==> src/rtl/control_sequencer.sv <==
// Microcoded step sequencer driving every bus strobe of the 8-bit bus machine.
// Optional macro SEQ_EARLY_END_EN: an empty execute step returns straight to fetch.
module control_sequencer #(
    parameter int OPCODE_W = 4,
    parameter int STEPS    = 5
) (
    input  logic                     clock,
    input  logic                     reset,
    input  logic [7:0]               instruction,
    input  logic                     flag_carry,
    input  logic                     flag_zero,
    output logic [$clog2(STEPS)-1:0] step,
    output logic                     halt,
    output logic                     mar_in,
    output logic                     ram_in,
    output logic                     ram_out,
    output logic                     ir_in,
    output logic                     ir_out,
    output logic                     a_in,
    output logic                     a_out,
    output logic                     b_in,
    output logic                     out_in,
    output logic                     alu_read,
    output logic                     alu_sub,
    output logic                     alu_set_flags,
    output logic                     pc_inc,
    output logic                     pc_out,
    output logic                     jump
);

    localparam int STEP_W = $clog2(STEPS);

    localparam logic [STEP_W-1:0] T0   = STEP_W'(0);
    localparam logic [STEP_W-1:0] T1   = STEP_W'(1);
    localparam logic [STEP_W-1:0] T2   = STEP_W'(2);
    localparam logic [STEP_W-1:0] T3   = STEP_W'(3);
    localparam logic [STEP_W-1:0] T4   = STEP_W'(4);
    localparam logic [STEP_W-1:0] LAST = STEP_W'(STEPS - 1);

    localparam logic [OPCODE_W-1:0] OP_LDA = OPCODE_W'(1);
    localparam logic [OPCODE_W-1:0] OP_ADD = OPCODE_W'(2);
    localparam logic [OPCODE_W-1:0] OP_SUB = OPCODE_W'(3);
    localparam logic [OPCODE_W-1:0] OP_STA = OPCODE_W'(4);
    localparam logic [OPCODE_W-1:0] OP_LDI = OPCODE_W'(5);
    localparam logic [OPCODE_W-1:0] OP_JMP = OPCODE_W'(6);
    localparam logic [OPCODE_W-1:0] OP_JC  = OPCODE_W'(7);
    localparam logic [OPCODE_W-1:0] OP_JZ  = OPCODE_W'(8);
    localparam logic [OPCODE_W-1:0] OP_OUT = OPCODE_W'(14);
    localparam logic [OPCODE_W-1:0] OP_HLT = OPCODE_W'(15);

    typedef struct packed {
        logic pc_out;
        logic mar_in;
        logic ram_out;
        logic ir_in;
        logic pc_inc;
        logic ir_out;
        logic ram_in;
        logic a_in;
        logic a_out;
        logic b_in;
        logic out_in;
        logic alu_read;
        logic alu_sub;
        logic alu_set_flags;
        logic jump;
    } ctrl_t;

    logic [STEP_W-1:0]   step_q, step_d;
    logic                halted_q, halted_d;
    logic [OPCODE_W-1:0] opcode;
    ctrl_t               cw_raw;
    ctrl_t               cw;
    logic                unused_operand;

    assign opcode         = instruction[7 -: OPCODE_W];
    assign unused_operand = ^instruction[7-OPCODE_W:0];

    // Microcode: fetch is shared, execute decodes on opcode; unlisted opcodes do nothing.
    always_comb begin
        cw_raw = '0;
        if (step_q == T0) begin
            cw_raw.pc_out = 1'b1;
            cw_raw.mar_in = 1'b1;
        end else if (step_q == T1) begin
            cw_raw.ram_out = 1'b1;
            cw_raw.ir_in   = 1'b1;
            cw_raw.pc_inc  = 1'b1;
        end else begin
            case (opcode)
                OP_LDA: begin
                    if (step_q == T2) begin
                        cw_raw.ir_out = 1'b1;
                        cw_raw.mar_in = 1'b1;
                    end else if (step_q == T3) begin
                        cw_raw.ram_out = 1'b1;
                        cw_raw.a_in    = 1'b1;
                    end
                end
                OP_ADD, OP_SUB: begin
                    if (step_q == T2) begin
                        cw_raw.ir_out = 1'b1;
                        cw_raw.mar_in = 1'b1;
                    end else if (step_q == T3) begin
                        cw_raw.ram_out = 1'b1;
                        cw_raw.b_in    = 1'b1;
                    end else if (step_q == T4) begin
                        cw_raw.alu_read      = 1'b1;
                        cw_raw.a_in          = 1'b1;
                        cw_raw.alu_set_flags = 1'b1;
                        cw_raw.alu_sub       = (opcode == OP_SUB);
                    end
                end
                OP_STA: begin
                    if (step_q == T2) begin
                        cw_raw.ir_out = 1'b1;
                        cw_raw.mar_in = 1'b1;
                    end else if (step_q == T3) begin
                        cw_raw.a_out  = 1'b1;
                        cw_raw.ram_in = 1'b1;
                    end
                end
                OP_LDI: begin
                    if (step_q == T2) begin
                        cw_raw.ir_out = 1'b1;
                        cw_raw.a_in   = 1'b1;
                    end
                end
                OP_JMP: begin
                    if (step_q == T2) begin
                        cw_raw.ir_out = 1'b1;
                        cw_raw.jump   = 1'b1;
                    end
                end
                // Conditional jumps look at the flags only during their T2 step.
                OP_JC: begin
                    if (step_q == T2 && flag_carry) begin
                        cw_raw.ir_out = 1'b1;
                        cw_raw.jump   = 1'b1;
                    end
                end
                OP_JZ: begin
                    if (step_q == T2 && flag_zero) begin
                        cw_raw.ir_out = 1'b1;
                        cw_raw.jump   = 1'b1;
                    end
                end
                OP_OUT: begin
                    if (step_q == T2) begin
                        cw_raw.a_out  = 1'b1;
                        cw_raw.out_in = 1'b1;
                    end
                end
                default: begin
                end
            endcase
        end
    end

    // Reset and the halted state silence every strobe without adding a cycle of latency.
    assign cw = (reset || halted_q) ? '0 : cw_raw;

    assign pc_out        = cw.pc_out;
    assign mar_in        = cw.mar_in;
    assign ram_out       = cw.ram_out;
    assign ir_in         = cw.ir_in;
    assign pc_inc        = cw.pc_inc;
    assign ir_out        = cw.ir_out;
    assign ram_in        = cw.ram_in;
    assign a_in          = cw.a_in;
    assign a_out         = cw.a_out;
    assign b_in          = cw.b_in;
    assign out_in        = cw.out_in;
    assign alu_read      = cw.alu_read;
    assign alu_sub       = cw.alu_sub;
    assign alu_set_flags = cw.alu_set_flags;
    assign jump          = cw.jump;

    assign step = step_q;
    assign halt = halted_q && !reset;

    // HLT freezes the counter at T2 so the trace shows where the machine stopped.
    always_comb begin
        step_d   = step_q;
        halted_d = halted_q;
        if (!halted_q) begin
            if (opcode == OP_HLT && step_q == T2) begin
                halted_d = 1'b1;
            end else if (step_q >= LAST) begin
                step_d = T0;
`ifdef SEQ_EARLY_END_EN
            end else if (step_q >= T2 && cw_raw == '0) begin
                step_d = T0;
`endif
            end else begin
                step_d = step_q + STEP_W'(1);
            end
        end
    end

    always_ff @(posedge clock) begin
        if (reset) begin
            step_q   <= '0;
            halted_q <= 1'b0;
        end else begin
            step_q   <= step_d;
            halted_q <= halted_d;
        end
    end

endmodule

==> config.mk <==
export PLATFORM = sky130hd
export DESIGN_NAME = control_sequencer
export DESIGN_NICKNAME = d
export VERILOG_FILES = /design/src/rtl/control_sequencer.sv
export SDC_FILE = /design/constraint.sdc
export NUM_CORES = 1
export LEC_CHECK = 0
export ABC_CLOCK_PERIOD_IN_PS = 2700
export BUFFER_PORTS_ARGS = -buffer_cell sky130_fd_sc_hd__buf_2
export CORE_MARGIN = 2
export CORE_UTILIZATION = 47
export DETAILED_ROUTE_END_ITERATION = 8
export PLACE_DENSITY_LB_ADDON = 0.25
export RECOVER_POWER = 25
export SYNTH_ARGS = -nofsm -noshare
export SYNTH_HDL_FRONTEND = slang
export SYNTH_SLANG_ARGS = --single-unit
==> constraint.sdc <==
create_clock -name clock -period 2.7 [get_ports clock]
set_input_delay 0.54 -clock clock [delete_from_list [all_inputs] [get_ports clock]]
set_output_delay 0.54 -clock clock [all_outputs]
set_load 0.02 [all_outputs]
Yosys cells after proc, flatten, opt, wreduce, memory -nomap -nowiden
Index checks and enable logic that the tools add are counted.

Output and inout bits: 19. Register bits after elaboration: 4. Input port bits: 12. Word-level logic and storage cells: 64.

Reduce and logical (&&, ||, !) cells: 12. $lt $le $gt $ge: 1. Equal/unequal tests: 14. Add/sub/neg operators: 1. Muxes and demuxes: 32. Bitwise logic cells: 2.

Operators by type and width (count): 1-bit two-way mux (19); 4-bit by 3-bit == test with 1-bit output, second input constant (4); 15-bit two-way mux (1); 3-bit two-way mux (5); 13-bit two-way mux (1); 4-bit == test, second input constant (3); 10-bit two-way mux (1); 1-bit one-hot mux with 3 select lines (3); 4-bit by 2-bit == test with 1-bit output, second input constant (2); 3-bit by 2-bit == test with 1-bit output, second input constant (2); 6-bit OR reduction (1); 4-bit by 1-bit == test with 1-bit output, second input constant (1); 1-bit logical AND (4); 4-bit OR reduction (1); 3-bit by 1-bit adder with 3-bit output, second input constant (1); 3-bit by 1-bit == test with 1-bit output, second input constant (1); 3-bit == test, second input constant (1); 3-bit greater-or-equal comparator, second input constant (1); 3-bit zero test (1); 3-bit OR reduction (1); 2-bit two-way mux (1); 1-bit inverter (2); 1-bit one-hot mux with 2 select lines (1); 2-bit AND reduction (1); 3 further kinds (3).

Longest topological paths before layout
Gate-level depths: netlist of run 1.

Depth in word-level cells: 8. Depth in mapped cells: 7. Mapped depth without buffers: 6.

Worst setup path after synthesis of run 1
No wires, ideal clock.

Path kind: register to output. From: register step_q[2] (netlist: step[2]). To: output port alu_sub. Data required time: 2160 ps. Arrival: 1890 ps. Buffers on the path: 1. Setup slack: 270 ps. Stages on the path, launching flop included: 8. Cell sequence: dfxtp_1 > buf_2 > inv_1 > ha_1 > nor2_1 > nand4_1 > nor2_1 > and3_1.

Cells in the longest elaborated chain, start to end: 8. Elaborated cells between the ends (all ways): 12. Classes of those cells: 4 x eq/ne; 7 x mux; 1 x reduce/logical.

Ends and longest elaborated chain: from (decl) (line 69) `logic [STEP_W-1:0] step_q, step_d;`; from (signal assigned) (line 206) `step_q <= step_d;`; 3-bit == test (line 107) `end else if (step_q == T4) begin`; 3-bit two-way mux (line 107); 3-bit two-way mux (line 104) `end else if (step_q == T3) begin`; 3-bit two-way mux (line 101) `if (step_q == T2) begin`; 3-bit two-way mux (line 90) `case (opcode)`; 10-bit two-way mux (line 85) `end else if (step_q == T1) begin`; 13-bit two-way mux * (line 82) `if (step_q == T0) begin`; 15-bit two-way mux * (line 161) `assign cw = (reset || halted_q) ? '0 : cw_raw;`; to (decl) (line 24) `output logic alu_sub,`.

Every way passes the cells marked *; elsewhere a longest branch is shown, timed or not.

Worst setup path after layout of run 1
From: register step_q[0] (netlist: step[0]). To: output port a_in.

Cells in the longest elaborated chain, start to end: 8. Elaborated cells between the ends (all ways): 15. Classes of those cells: 4 x eq/ne; 10 x mux; 1 x reduce/logical.

Ends and longest elaborated chain: 3-bit == test (line 107); 1-bit two-way mux (line 107); 1-bit two-way mux (line 104); 1-bit two-way mux (line 101); 1-bit one-hot mux with 3 select lines (line 90); 10-bit two-way mux (line 85); 13-bit two-way mux * (line 82); 15-bit two-way mux * (line 161); to (decl) (line 19) `output logic a_in,`.

Marks and branches as above.

==> flow_summary_export.csv, run 1 <==
group,metric,value,unit
outcome,status,"complete, no violations",
logic_synthesis,synth_flop_cell,"dfxtp_1",
cells_and_area,drive_gt1_share,34.3,%
worst_setup_path,crit_family,"flip-flops",
sta,clock_skew,0.00228,ns
worst_hold_path,hp-class,"flop to flop",
clock_network,cts_tree,"yes",
logic_synthesis,synth-edff-count,0,
die,fp.dieW,40.1,um
clock_network,insertion_delay,0.23,ns
worst_setup_path,cp-startpoint,"step[0]",
worst_setup_path,rr_endpoint,"step[1]",
logic_synthesis,yosys.area.top_type_share,13.1,%
clock_network,cts-root-buf,"clkbuf_4",
placed_design,hpwl,1080,um
worst_setup_path,path_buf_inv,2,
placed_design,gp_congestion,0.705,
logic_synthesis,syn_nets,99,
clock_network,htree_levels,1,
pwr,p_clk_share,23.4,%
placed_design,portBuffers,26,
worst_setup_path,cp_cell_sequence,"inv_1 -> ha_1 -> nand2b_2 -> mux2_4 -> nand3_2 -> a2111oi_2 -> buf_2",
die,ios,31,
sta,tightest_slew,0.467,ns
logic_synthesis,synth_area_leaders,"dfxtp_1 (13%), ha_1 (10%), nor2_1 (6.1%)",
pwr,p_int,177,uW
logic_synthesis,synth_area_leader_cell,"dfxtp_1",
sta,finalCritPeriodShare,91.8,%
cells_and_area,num_antenna_cells,0,
clock_network,post_cts_buffers,0,
global_route,antenna_found_initial,0,
logic_synthesis,yosysMostFrequentCell,"nor2_1",
detailed_routing,first_pass_iters,4,
worst_setup_path,path_class,"flop to output port",
detailed_routing,wl_per_cell,11.7,um
detailed_routing,drc,0,
logic_synthesis,yosys-top-cells-count,"nor2_1 (10), nand2_1 (8), ha_1 (5)",
flow_run,cap_viol_max_count,0,
sta,rsz0062_at_grt,"false",
worst_setup_path,cpMaxStageDelayCell,"dfxtp_1",
worst_setup_path,r2r_cells,6,
worst_setup_path,required,2.16,ns
pwr,ir_drop,306,uV
die,die_h,40.1,um
cells_and_area,layout.nets,124,
logic_synthesis,post_synth.cell_area_avg,7.46,um^2
sta,finalHoldViolCount,0,
global_route,grt_pass1_vias,522,
sta,finalMaxSlewViolations,0,
clock_network,cts.path.max_buffers,2,
sta,timing.slew.headroom,68.7,%
logic_synthesis,yosysWarnings,0,
worst_setup_path,path_max_fanout,5,
detailed_routing,ant_nets,0,
clock_network,cts_buffers,3,
logic_synthesis,synth.cell_area,612,um^2
placed_design,dp_slack,0.481,ns
sta,setup_violations,0,
clock_network,cts_resized,0,
clock_network,cts.clk_slew.worst_paths,0.04,ns
sta,setup_slack,0.221,ns
detailed_routing,drt-total-wl,1410,um
pwr,power_frac_comb,52.3,%
die,die_area,1610,um^2
worst_hold_path,hold_depth,2,
global_route,overflow,0,
sta,timing.fmax,0.403,GHz
die,std_cell_rows,13,
global_route,grt_pass1_wl,2070,um
pwr,seqPwrFrac,24.2,%
worst_setup_path,cp-end-kind,"output port",
detailed_routing,drt_iter0_drc,13,
global_route,track_usage,19.4,%
clock_network,clock_sinks,4,
detailed_routing,viasPerCell,5.50,
logic_synthesis,synth-async-reset-ratio,0,%
worst_hold_path,hp-start,"halted_q",
cells_and_area,num-fill-cells,120,
detailed_routing,num_vias,660,
cells_and_area,area_growth,17.4,%
worst_setup_path,r2r_setup_slack,1.00,ns
worst_setup_path,slowest_delay,0.40,ns
pwr,powerDensity,434,nW/um^2
sta,tns,0,ns
pwr,p_switching,135,uW
logic_synthesis,synthDistinctLibCells,39,
logic_synthesis,synthCells,82,
worst_setup_path,critPathLaunchType,"flop",
die,start_util,48.9,%
clock_network,cts_hold_buf,0,
sta,min_period,2.48,ns
cells_and_area,stdcell_area,718,um^2
placed_design,placed_area,717,um^2
pwr,p_leak,0.346,nW
logic_synthesis,ys_ff_latch,4,
pwr,switching_share,43.2,%
logic_synthesis,yosysSeqAreaShare,13.1,%
global_route,grt_max_degree,13,
worst_setup_path,cp.arrival,1.94,ns
worst_hold_path,hold-path-endpoint,"step[2]",
worst_setup_path,reg2reg_from,"step[0]",
die,core,1250,um^2
==> state kept, by name, indices dropped and copies added (netlist names) <==
| register | count |
|---|---|
| halted_q | 1 |
| step | 3 |
==> cell usage in the layout, fill, tap and decap left out, drive strengths merged, types with 3 or more instances in the layout <==
master | synthesis | routed
ha | 5 | 5
nor2b | 5 | 5
a2111oi | 3 | 3
a21oi | 3 | 3
nor3 | 3 | 3
clkbuf | 0 | 6
and3 | 5 | 5
dfxtp | 4 | 4
nand3 | 3 | 3
inv | 4 | 4
nor2 | 12 | 12
buf | 7 | 24
nand2 | 8 | 8
==> worst register-to-register path, stage by stage, from the launching register on <==
cell and delay [ns]:
dfxtp_1 0.40, inv_1 0.11, ha_1 0.27, nor2b_1 0.17, a31oi_1 0.42, nand3_1 0.13, a21oi_1 0.15
==> through the flow <==
stage / hold slack, ns / util [%] / instances / power, mW
global route: 0.527 / 57.3 / 120 / 0.342
global placement: 0.507 / 57.2 / 117 / 0.241
CTS: 0.525 / 59.0 / 120 / 0.322
finish: 0.510 / 57.3 / 120 / 0.312
detailed placement: 0.520 / 57.2 / 117 / 0.244
floorplan: 0.501 / - / 82 / 0.206
==> area by class of cell <==
class	instances	area, um^2	share of cell area [%]
clock buffers	3	22.5	3.14
inverters	5	20.0	2.79
multi-input cells	66	443	61.7
well taps	15	18.8	2.61
repair buffers	27	134	18.6
flip-flops and latches	4	80.1	11.1
==> cells by family (layout without fill, tap and decap cells) <==
kind of cell,count (synthesis),in the layout,share of synthesized area [%]
xor+xnor,1,1,1.43
mux,1,1,2.45
simple gates,45,45,41.7
flops,4,4,13.1
compound gates,14,14,19.4
buf+inv,12,35,11.7
fa+ha+maj,5,5,10.2
==> worst max-delay path by stage <==
stage	endpoint	slack, ns	depth (start not counted)
6_report	a_in	0.22	7
5_1_grt	a_in	0.09	7
3_5_place_dp	a_in	0.48	7
2_1_floorplan	alu_sub	0.27	7
4_1_cts	a_in	0.21	7
3_3_place_gp	a_in	0.51	7
==> routing by layer <==
metal,wire (um),up-vias,part of all wire [%],global-route usage [%]
li1,-,341,-,-
met1,632,299,45,20.1
met2,719,18,51,35.1
met3,43,2,3.1,3.33
met4,12,0,0.85,12.9
met5,0,-,0,0
==> power by group through the flow <==
stage | Combinational, mW | Sequential, mW | Clock, mW
finish | 0.163 | 0.0755 | 0.0730
global route | 0.181 | 0.0777 | 0.0842
CTS | 0.169 | 0.0755 | 0.0780
detailed placement | 0.168 | 0.0764 | 0
global placement | 0.165 | 0.0758 | 0
floorplan | 0.121 | 0.0847 | 0
Power figures use the tool's default switching activity.
==> run 2, diff against run 1 <==
Settings changed: GPL_TIMING_DRIVEN from default to 0.
==> run 2 against run 1 <==
  * Register-to-register slack got worse by 0.03 ns
  * Fmax is 1.6% lower
  * Design area is 5.4% higher
  * Sequential share of layout area is 0.57 points lower
  * Sequential power about the same
  * Die area stayed put
  * Setup slack got worse by 0.040 ns
  * First-iteration DRC count down 77%
  * Power rose by 0.80%
==> flow_summary_export.csv, run 2 (synthesis gave the netlist of run 1 again) <==
group,metric,value,unit
die,die_h,40.1,um
cells_and_area,layout_common_cells,"buf_2 (22), nor2_1 (10), nand2_1 (8), buf_4 (5)",
worst_setup_path,reg2reg_from,"step[0]",
die,fp.dieW,40.1,um
sta,clock_skew,0.00212,ns
die,ios,31,
worst_setup_path,rr_endpoint,"step[1]",
pwr,powerDensity,415,nW/um^2
worst_hold_path,hp-class,"flop to flop",
detailed_routing,first_pass_iters,4,
placed_design,portBuffers,24,
global_route,track_usage,21.6,%
cells_and_area,layout.nets,128,
worst_setup_path,required,2.16,ns
global_route,antenna_found_initial,0,
detailed_routing,drt-total-wl,1520,um
sta,setup_slack,0.181,ns
detailed_routing,num_vias,674,
cells_and_area,mostFrequentLayoutCell,"buf_2",
pwr,power_frac_comb,53.4,%
worst_setup_path,r2r_setup_slack,0.97,ns
cells_and_area,largest_register_ffs,3,
cells_and_area,num_antenna_cells,0,
global_route,grt_pass1_wl,2340,um
clock_network,cts.path.max_buffers,2,
global_route,grt_pass1_vias,551,
detailed_routing,wl_per_cell,12.3,um
sta,setup_violations,0,
worst_hold_path,hold-path-endpoint,"step[2]",
sta,timing.fmax,0.397,GHz
pwr,p_int,181,uW
worst_setup_path,cp-end-kind,"output port",
clock_network,post_cts_buffers,0,
sta,min_period,2.52,ns
cells_and_area,utilization,60.4,%
clock_network,htree_levels,1,
sta,tightest_slew,0.493,ns
worst_setup_path,critPathLaunchType,"flop",
cells_and_area,num-fill-cells,124,
worst_setup_path,slowest_delay,0.41,ns
sta,tns,0,ns
worst_hold_path,hold_depth,2,
flow_run,cap_viol_max_count,0,
clock_network,insertion_delay,0.23,ns
worst_setup_path,cpMaxStageDelayCell,"a2111oi_1",
clock_network,cts_buffers,3,
pwr,seqPwrFrac,24.0,%
placed_design,gp_congestion,0.730,
worst_setup_path,cp_cell_sequence,"inv_1 -> ha_1 -> nor2_1 -> nand4_1 -> a2111oi_1 -> buf_2",
die,start_util,48.9,%
die,die_area,1610,um^2
worst_setup_path,r2r_cells,6,
cells_and_area,layoutNonFillerInstCount,124,
sta,timing.hold.ws,0.505,ns
pwr,p_switching,133,uW
clock_network,cts-root-buf,"clkbuf_4",
global_route,grt_max_degree,11,
clock_network,cts_tree,"yes",
placed_design,placed_area,751,um^2
pwr,ir_drop,226,uV
clock_network,cts.clk_slew.worst_paths,0.04,ns
detailed_routing,drt_iter0_drc,3,
sta,rsz0062_at_grt,"false",
sta,finalHoldViolCount,0,
detailed_routing,viasPerCell,5.44,
worst_setup_path,path_max_fanout,7,
pwr,p_leak,0.368,nW
die,core,1250,um^2
global_route,overflow,0,
worst_hold_path,hp-start,"halted_q",
cells_and_area,drive_gt1_share,38.5,%
sta,finalCritPeriodShare,93.3,%
pwr,p_clk_share,22.5,%
worst_setup_path,cp.arrival,1.98,ns
pwr,switching_share,42.4,%
pwr,power,314,uW
die,std_cell_rows,13,
worst_setup_path,path_class,"flop to output port",
cells_and_area,stdcell_area,757,um^2
cells_and_area,area_growth,23.7,%
placed_design,dp_slack,0.385,ns
clock_network,cts_resized,0,
clock_network,clock_sinks,4,
placed_design,dp_cells,121,
clock_network,cts_hold_buf,0,
outcome,status,"complete, no violations",
sta,finalMaxSlewViolations,0,
detailed_routing,drc,0,
placed_design,hpwl,1180,um
detailed_routing,ant_nets,0,
sta,timing.slew.headroom,67.0,%
run 2: power by group through the flow:
stage	registers (mW)	logic, mW	clock network (mW)
floorplan	0.0847	0.121	0
global placement	0.0760	0.168	0
detailed placement	0.0762	0.172	0
CTS	0.0753	0.173	0.0755
global route	0.0776	0.188	0.0834
finish	0.0755	0.168	0.0708
run 2: layout make-up:
cell class                      instances  area, um^2  area share, %
Multi-Input combinational cell         66         445           58.8
Timing Repair Buffer                   24         119           15.7
Sequential cell                         4        80.1           10.6
Buffer                                  7        51.3           6.78
Clock buffer                            3        22.5           2.98
Inverter                                5        20.0           2.64
Tap cell                               15        18.8           2.48
run 2: critical path, delay by kind of cell, from the launching register on:
kind	cells	cell delay [ns]
flops	1	0.39
simple gates	2	0.30
buf+inv	2	0.36
fa+ha+maj	1	0.28
compound gates	1	0.41
run 2: routing by layer:
layer,vias up,part of all wire [%],track usage [%]
met5,-,0,0
met4,0,0,10.3
met3,0,3.9,3.33
met2,18,54,37.9
met1,310,42,25.2
li1,346,-,-
run 2: worst max path at each step:
stage / start / end / cells after the start
5_1_grt: step[2] / a_in / 8
3_5_place_dp: step[2] / a_in / 8
4_1_cts: step[2] / a_in / 8
6_report: step[0] / ir_out / 6
2_1_floorplan: step[2] / alu_sub / 7
3_3_place_gp: step[2] / a_in / 8
==> run 3, diff against run 2 <==
Settings changed: REMOVE_ABC_BUFFERS from default to 1.
==> run 3 against run 2 <==
  * Global-route usage is 1.3 points lower
  * Flip-flop and latch count stayed put
  * Clock power is 3.5% higher
  * Clock skew is 0.0013 ns higher
  * Setup slack better by 0.038 ns
  * Design area is 5.8% lower
  * Largest cell class unchanged
  * Largest power group unchanged
==> flow_summary_export.csv, run 3 (synthesis gave the netlist of run 1 again) <==
group,metric,value,unit
cells_and_area,drive_gt1_share,35.6,%
worst_setup_path,path_class,"flop to output port",
global_route,antenna_found_initial,0,
worst_setup_path,cp-end-kind,"output port",
clock_network,cts.path.max_buffers,2,
worst_hold_path,hp-class,"flop to flop",
detailed_routing,num_vias,654,
sta,rsz0062_at_grt,"false",
die,fp.dieW,40.1,um
pwr,p_leak,0.345,nW
pwr,seqPwrFrac,26.0,%
outcome,status,"complete, no violations",
sta,setup_violations,0,
worst_setup_path,critPathLaunchType,"flop",
global_route,overflow,0,
pwr,switching_share,43.3,%
detailed_routing,top_layer,"met4",
flow_run,cap_viol_max_count,0,
worst_setup_path,slowest_delay,0.40,ns
die,core,1250,um^2
sta,finalCritPeriodShare,91.9,%
sta,timing.fmax,0.403,GHz
clock_network,htree_levels,1,
clock_network,cts-root-buf,"clkbuf_4",
sta,finalHoldViolCount,0,
clock_network,cts_resized,0,
pwr,p_int,176,uW
clock_network,cts_tree,"yes",
detailed_routing,drt_iter0_drc,3,
sta,clock_skew,0.00341,ns
detailed_routing,drt-total-wl,1410,um
die,std_cell_rows,13,
cells_and_area,largest_register_ffs,3,
sta,min_period,2.48,ns
die,die_h,40.1,um
placed_design,hpwl,1090,um
clock_network,cts_buffers,3,
cells_and_area,layout.nets,123,
placed_design,portBuffers,26,
die,ios,31,
sta,finalMaxSlewViolations,0,
die,die_area,1610,um^2
cells_and_area,layout_common_cells,"buf_2 (24), nor2_1 (10), nand2_1 (8), ha_1 (5)",
worst_setup_path,path_max_fanout,5,
pwr,power,310,uW
detailed_routing,dr_wl_met2,659,um
detailed_routing,wl_met3,68,um
global_route,grt_pass1_vias,497,
cells_and_area,area_growth,16.6,%
worst_setup_path,cpMaxStageDelayCell,"dfxtp_1",
clock_network,post_cts_buffers,0,
worst_setup_path,required,2.16,ns
detailed_routing,first_pass_iters,2,
cells_and_area,utilization,56.9,%
placed_design,gp_congestion,0.720,
worst_setup_path,cp.arrival,1.94,ns
worst_setup_path,crit_family,"flip-flops",
pwr,powerDensity,434,nW/um^2
detailed_routing,wl_met1,655,um
pwr,power_frac_comb,50.3,%
global_route,grt_max_degree,13,
cells_and_area,stdcell_area,713,um^2
detailed_routing,ant_nets,0,
pwr,p_switching,134,uW
detailed_routing,wl_per_cell,11.9,um
worst_setup_path,cp_cell_sequence,"ha_1 -> ha_1 -> nor2b_1 -> mux2_4 -> nand3_2 -> a2111oi_2 -> buf_2",
pwr,p_clk_share,23.7,%
detailed_routing,drc,0,
global_route,track_usage,20.3,%
worst_setup_path,critPathMostFrequentCell,"ha_1",
worst_setup_path,path_buf_inv,1,
cells_and_area,mostFrequentLayoutCell,"buf_2",
detailed_routing,viasPerCell,5.50,
clock_network,cts.clk_slew.worst_paths,0.04,ns
global_route,grt_pass1_wl,2150,um
die,start_util,48.9,%
placed_design,placed_area,709,um^2
sta,timing.slew.headroom,65.2,%
clock_network,clock_sinks,4,
pwr,ir_drop,301,uV
sta,tightest_slew,0.520,ns
cells_and_area,num-fill-cells,139,
cells_and_area,num_antenna_cells,0,
clock_network,cts_hold_buf,0,
clock_network,insertion_delay,0.23,ns
run 3: cell types whose count changed in the layout (fill, tap and decap cells not counted):
cell / before / now
clkbuf_1: 3 / 2
inv_2: 1 / 0
ha_1: 4 / 5
inv_1: 3 / 4
buf_4: 5 / 0
buf_6: 1 / 0
dfxtp_2: 0 / 1
ha_2: 1 / 0
dfxtp_1: 4 / 3
buf_2: 22 / 24
run 3: worst reg2reg max path, cell delays in order (launching register included):
cell and delay (ns):
dfxtp_1 0.38, inv_1 0.11, ha_1 0.26, nor2b_1 0.16, a31oi_1 0.46, nand3_1 0.13, a21oi_1 0.15
run 3: final cells by class:
| class | count | area [um^2] | share of cell area (%) |
|---|---|---|---|
| flip-flops and latches | 4 | 81.3 | 11.4 |
| repair buffers | 26 | 128 | 17.9 |
| inverters | 5 | 20.0 | 2.81 |
| clock buffers | 3 | 22.5 | 3.16 |
| multi-input cells | 66 | 443 | 62.1 |
| well taps | 15 | 18.8 | 2.63 |
run 3: metal layers:
layer | GRT usage (%) | vias to the layer above
li1 | - | 338
met1 | 24.8 | 292
met2 | 31.5 | 20
met3 | 3.33 | 4
met4 | 15.5 | 0
met5 | 0 | -
run 3: final timing paths:
path	from	endpoint	slack (ns)	cells after the start
worst min-delay path	halted_q	step[2]	0.50	2
worst max-delay path	step[1]	a_in	0.22	7
worst min register to register	halted_q	step[2]	0.50	2
worst max register to register	step[0]	step[1]	0.98	6
run 3: through the flow:
step / setup slack, ns / std cells / TNS, ns / hold slack, ns
after floorplan: -0.0136 / 75 / -0.0136 / 0.503
after global placement: 0.425 / 116 / 0 / 0.515
after detailed placement: 0.387 / 116 / 0 / 0.534
after CTS: 0.139 / 119 / 0 / 0.547
after global routing: 0.0382 / 119 / 0 / 0.529
final: 0.219 / 119 / 0 / 0.502
run 3: power by group through the flow:
stage / Clock [mW] / Combinational [mW] / Sequential [mW]
detailed placement: 0 / 0.160 / 0.0811
global route: 0.0858 / 0.174 / 0.0822
floorplan: 0 / 0.105 / 0.0878
global placement: 0 / 0.159 / 0.0806
finish: 0.0733 / 0.156 / 0.0805
CTS: 0.0766 / 0.161 / 0.0804
